`src/rtl/hazard_ctrl.sv`:
```
// Hazard control: load-use hold, memory-wait freeze and branch flush
// for the IF/ID register, plus PC enable and ID/EX bubble.
module hazard_ctrl #(
    parameter int TIMEOUT = 255,
    parameter int CNT_W   = 8
) (
    input  logic        clk_i,
    input  logic        rst_i,
    input  logic [4:0]  ID_rs_i,
    input  logic [4:0]  ID_rt_i,
    input  logic [4:0]  EX_rt_i,
    input  logic        EX_memread_i,
    input  logic        branch_i,
    input  logic        imem_ack_i,
    input  logic        dmem_req_i,
    input  logic        dmem_ack_i,
    output logic        hd_o,
    output logic        stall_o,
    output logic        flush_o,
    output logic        pc_write_o,
    output logic        bubble_o,
    output logic        err_o,
    output logic [1:0]  state_o,
    output logic [31:0] stall_cnt_o
);

    typedef enum logic [1:0] {
        RUN   = 2'd0,
        DWAIT = 2'd1,
        IWAIT = 2'd2,
        ERR   = 2'd3
    } state_t;

    localparam logic [CNT_W-1:0] LIMIT = CNT_W'(TIMEOUT - 1);

    state_t            state_q;
    state_t            state_d;
    logic [CNT_W-1:0]  cnt_q;
    logic              flush_pend_q;
    logic              err_q;
    logic [31:0]       stall_cnt_q;
    logic              miss_d;
    logic              miss_i;
    logic              at_limit;

    assign miss_d   = dmem_req_i && !dmem_ack_i;
    assign miss_i   = !imem_ack_i;
    assign at_limit = (cnt_q == LIMIT);

    always_comb begin
        state_d = state_q;
        unique case (state_q)
            RUN: begin
                if (miss_d)      state_d = DWAIT;
                else if (miss_i) state_d = IWAIT;
            end
            DWAIT: begin
                if (dmem_ack_i)  state_d = imem_ack_i ? RUN : IWAIT;
                else if (at_limit) state_d = ERR;
            end
            IWAIT: begin
                if (imem_ack_i)  state_d = RUN;
                else if (at_limit) state_d = ERR;
            end
            ERR: state_d = ERR;
        endcase
    end

    always_comb begin
        stall_o = 1'b1;
        unique case (state_q)
            RUN:   stall_o = miss_d || miss_i;
            DWAIT: stall_o = !(dmem_ack_i && imem_ack_i);
            IWAIT: stall_o = !imem_ack_i;
            ERR:   stall_o = 1'b1;
        endcase
    end

    // A frozen pipeline masks the load-use hold and defers any flush.
    assign hd_o = !stall_o && EX_memread_i && (EX_rt_i != 5'd0) &&
                  ((EX_rt_i == ID_rs_i) || (EX_rt_i == ID_rt_i));
    assign bubble_o    = hd_o;
    assign pc_write_o  = !(stall_o || hd_o);
    assign flush_o     = !stall_o && (branch_i || flush_pend_q);
    assign err_o       = err_q;
    assign state_o     = state_q;
    assign stall_cnt_o = stall_cnt_q;

    always_ff @(posedge clk_i or posedge rst_i) begin
        if (rst_i) begin
            state_q      <= RUN;
            cnt_q        <= '0;
            flush_pend_q <= 1'b0;
            err_q        <= 1'b0;
            stall_cnt_q  <= '0;
        end else begin
            state_q <= state_d;
            if (state_d != state_q)
                cnt_q <= '0;
            else if (state_q == DWAIT || state_q == IWAIT)
                cnt_q <= cnt_q + 1'b1;
            if (state_d == ERR)
                err_q <= 1'b1;
            if (branch_i && stall_o)
                flush_pend_q <= 1'b1;
            else if (flush_o)
                flush_pend_q <= 1'b0;
            if (stall_o || hd_o)
                stall_cnt_q <= stall_cnt_q + 32'd1;
        end
    end

endmodule

```
`config.mk`:
```
export PLATFORM = sky130hd
export DESIGN_NAME = hazard_ctrl
export DESIGN_NICKNAME = d
export VERILOG_FILES = /design/src/rtl/hazard_ctrl.sv
export SDC_FILE = /design/constraint.sdc
export NUM_CORES = 1
export LEC_CHECK = 0
export ABC_AREA = 1
export CELL_PAD_IN_SITES_DETAIL_PLACEMENT = 0
export CELL_PAD_IN_SITES_GLOBAL_PLACEMENT = 1
export CORE_UTILIZATION = 40
export DETAILED_ROUTE_END_ITERATION = 10
export HOLD_SLACK_MARGIN = 0.02
export PLACE_DENSITY_LB_ADDON = 0.15
export REMOVE_ABC_BUFFERS = 1
export SYNTH_ARGS = -nofsm -noshare
export SYNTH_HDL_FRONTEND = slang
export SYNTH_SLANG_ARGS = --single-unit
```
`constraint.sdc`:
```
create_clock -name clk_i -period 3.11 [get_ports clk_i]
set_input_delay 0.311 -clock clk_i [delete_from_list [all_inputs] [get_ports clk_i]]
set_output_delay 0.311 -clock clk_i [all_outputs]
set_load 0.01 [all_outputs]
```
# Yosys cells after proc, flatten, opt, wreduce, memory -nomap -nowiden
# Cells that the tools add are included.
# classes
n_addsub,2
eq_ne,8
muxes,12
n_reduce_logical,21
# ops
operator,count
"adder 32 x 1 -> 32 bit, second input constant",1
two-way mux 8 bit,2
two-way mux 2 bit,6
== test 5 bit,2
"adder 8 x 1 -> 8 bit, second input constant",1
"== test 8 bit, second input constant",1
one-hot mux 2 bit (4 select lines),1
logical AND 1 bit,7
"== test 2 bit, second input constant",3
zero test 1 bit,5
logical OR 1 bit,5
nonzero test 5 bit,1
one-hot mux 1 bit (4 select lines),1
nonzero test 2 bit,2
"== test 2 x 1 -> 1 bit, second input constant",1
zero test 2 bit,1
two-way mux 1 bit,2
inequality test 2 bit,1
# word_totals
reg_bits,44
inputBits,22
elab_cells,48

# Logic depth before layout (Yosys ltp)
# depth
word_depth,10
depth_mapped,14
ltp_nobuf,14

# Worst setup path before layout
# No wires, ideal clock.
# synth_path
path_type,register to output
start,register state_q[0] (netlist: state_o[0])
end,output hd_o
arrival_time_ns,1.815
t_required_ns,2.799
slack_ns,0.984
stages_incl_launch_ff,11
path_cell_list,dfrtp_1 > inv_1 > ha_1 > nor2_1 > inv_1 > o21a_2 > nor2_4 > nand2_4 > buf_2 > inv_1 > buf_4
# synth_between
elab_chain_cells,6
word_cells_on_any_way,9
classes_between,eq/ne: 3; mux: 1; reduce/logical: 5
# synth_rtl
element,line_no,text
start: declaration,36,state_t state_q;
start signal: assignment,97,state_q <= state_d;
== test 2 bit (tied with other cells),71,unique case (state_q)
one-hot mux 1 bit (4 select lines) (*),71,
net stall_o,18,"output logic stall_o,"
zero test 1 bit (*),80,assign hd_o = !stall_o && EX_memread_i && (EX_rt_i != 5'd0) &&
logical AND 1 bit (*) (3 in series),80,
end: declaration,17,"output logic hd_o,"
# Mark *: on every way through the listed nets, which the timed path passes. The rest lies on a longest branch.

# Final worst setup path
# layout_path
start,register state_q[1] (netlist: state_o[1])
end,output hd_o
# layout_between
elab_chain_cells,6
word_cells_on_any_way,9
classes_between,eq/ne: 3; mux: 1; reduce/logical: 5
# layout_rtl
element,line_no
== test 2 bit (tied with other cells),71
one-hot mux 1 bit (4 select lines) (*),71
zero test 1 bit (*),80
logical AND 1 bit (*) (3 in series),80
# Mark *: on every way between the ends. The rest lies on a longest branch, timed or not.

==> summary.md <==
| Metric | Value |
|---|---|
| Clk_lat worst skew | `300 ps` |
| Max Clk Rate | `353.2 MHz` |
| Synthesized area per cell | `7.186 um2` |
| Final net count | `511` |
| Synth Instances | `421` |
| Commonest cells in the netlist | `nand2_1, nor2_1, dfrtp_1, nand3_1, inv_1` |
| Initial drt markers | `130` |
| Area growth syn-to-layout | `26.34%` |
| Final clock skew | `7.032 ps` |
| CTS H-tree depth | `2` |
| CP Capture Type | `output pin` |
| Yosys cell types | `26` |
| Vias in the first global route | `2681` |
| Placer Congestion | `0.8789` |
| Tmin final | `2832 ps` |
| Clock sinks | `44` |
| Most common cell in the netlist | `nand2_1` |
| DRC | `0` |
| Total Wirelength | `7.681 mm` |
| Worst min-delay path class | `reg -> reg` |
| Worst slew pin tran | `947.5 ps` |
| WP data required | `2800 ps` |
| Post-synth EDFFs | `0` |
| Initial cell density of the core | `41.49%` |
| CTS tree | `built` |
| Ys flop type | `dfrtp_1` |
| FP Rows | `31` |
| Remaining antenna violation count | `0` |
| Final core utilization | `52.42%` |
| Clock root cell | `clkbuf_8` |
| Hold-fix buffers, CTS | `0` |
| DP Worst Slack | `548.4 ps` |
| Post-route cell area | `3822 um2` |
| Leakage | `1.790 nW` |
| Die Height | `88.97 um` |
| Power density cells | `283.9 nW/um2` |
| DR WL/cell | `13.20 um` |
| Cts repair resizes | `0` |
| Seq cells post-synth | `44` |
| Max-Cap Viols | `0` |
| Share of layout cells above drive strength 1 | `6.625%` |
| Sequential element share of the synthesized area | `36.39%` |
| Die width | `88.97 um` |
| Routed vias/inst | `4.861` |
| Post-CTS Setup Bufs | `0` |
| Die area | `7916 um2` |
| I/O pins | `62` |
| Ys async rst share | `100.0%` |
| Min setup slack post-route | `278.4 ps` |
| Worst setup path class | `reg -> out` |
| Global Route Usage Sum | `21.41%` |
| Cell Area, Placed | `3711 um2` |
| CTS max path bufs | `2` |
| Final setup viols | `0` |
| Final hold vios | `0` |
| Slew headroom | `36.74%` |
| Syn Std Cell Area | `3025 um2` |
| Largest net degree at the start of global routing | `45` |
| Ranking of synthesized cells by area | `dfrtp_1, nand2_1, xor2_1` |
| Final period utilization | `91.05%` |
| Antenna violations before repair | `0` |
| TNS Setup | `0 ps` |
| Synth area leader | `dfrtp_1` |
| DP HPWL | `5.779 mm` |
| RSZ-0062 raised after global routing | `false` |
| GR Overflow Total | `0` |
| Critical path arrival | `2520 ps` |
| Top-area cell type share of the netlist area | `36.39%` |
| Final Max Slew Viols | `0` |
| Antenna Cells | `0` |
| Via count | `2829` |
| IR drop worst, VDD | `219.0 uV` |
| YS warnings | `0` |
| Status | `complete, no violations` |
| First-pass GRT wire length | `12.90 mm` |
| Clk slew on worst S/H paths | `90 ps` |
| # placed instances | `574` |
| Core ar. | `7292 um2` |
| CTS Buf Count | `5` |
| Final non-filler cell total | `582` |
| Port bufs | `61` |
| Worst setup SP type | `register` |
| Pre-antenna DRT Iters | `4` |
| Crit Path Max Fanout | `17` |
==> flip-flops by register name (all words and copies together) (netlist names) <==
| name | flops |
|---|---|
| stall_cnt_o | 32 |
| cnt_q | 8 |
| state_o | 2 |
| err_o | 1 |
| flush_pend_q | 1 |
==> layer usage <==
metal	part of all wire, %	global-route usage, %
met1	49	28.72
met2	45	35.31
met3	4.3	3.693
met4	1.3	6.782
met5	0	0
==> critical path: stages (launching register included) <==
cell and delay [ps]:
dfrtp_1 450, inv_1 120, ha_1 240, nor2_1 160, inv_1 60, o21a_2 260, nor2_4 110, nand2_4 160
inv_1 120, clkdlybuf4s50_1 540
==> logic make-up after synthesis <==
family	Yosys count	share of synthesized area [%]
AOI/OAI and AO/OA	9	1.779
xor gates and xnor gates	44	12.74
adders and majority gates	7	2.895
buffers and inverters	44	6.576
DFF	44	36.39
and+or+nand+nor	273	39.62
==> cell usage in the layout (no fill, tap or decap) <==
master           count
nand2_1            152
clkdlybuf4s50_1     61
nor2_1              46
dfrtp_1             44
nand3_1             40
xor2_1              29
inv_1               29
xnor2_1             15
nor3_1              13
ha_1                 7
inv_2                5
clkbuf_8             5
nand4_1              4
o21ai_0              4
nor2_2               4
nand2_2              3
nor3_2               3
nand3b_1             3
buf_4                3
nand2_4              2
nand3_4              2
a21oi_1              2
o21a_2               1
nor2_4               1
o211ai_1             1
o21bai_1             1
bufinv_16            1
clkinv_2             1
clkinvlp_4           1
==> final timing paths <==
path                                      start                     endpoint  slack (ps)  cells past startpoint
max                        state_o[1]$_DFF_PP0_                         hd_o         280                      9
min                           err_o$_DFFE_PP0N_            err_o$_DFFE_PP0N_         500                      1
min reg2reg                   err_o$_DFFE_PP0N_            err_o$_DFFE_PP0N_         500                      1
max in group asynchronous                 rst_i   stall_cnt_o[0]$_DFFE_PP0N_        1990                      2
max reg2reg                state_o[1]$_DFF_PP0_   stall_cnt_o[4]$_DFFE_PP0N_         910                     11
min in group asynchronous                 rst_i  stall_cnt_o[20]$_DFFE_PP0N_         540                      2
==> power breakdown <==
part | switching [W] | internal, W
sequential | 0.0000000000000000000128 | 0.000572
combinational | 0.0000273 | 0.0000321
clock | 0.000216 | 0.000238
==> metrics by stage <==
step	hold WS, ps	total power (W)
global route	503.6	0.001120
CTS	496.5	0.001095
detailed placement	471.0	0.0006439
floorplan	460.1	0.0006073
finish	497.7	0.001085
global placement	463.6	0.0006427
==> area by class of cell <==
class | count | area, um2
clock buffers | 5 | 68.82
clock inverters | 3 | 42.54
fillers | 763 | 3470
inverters | 34 | 127.6
multi-input cells | 333 | 1725
flip-flops and latches | 44 | 1101
well taps | 99 | 123.9
repair buffers | 64 | 633.1
(Power assumes the default switching activity.)
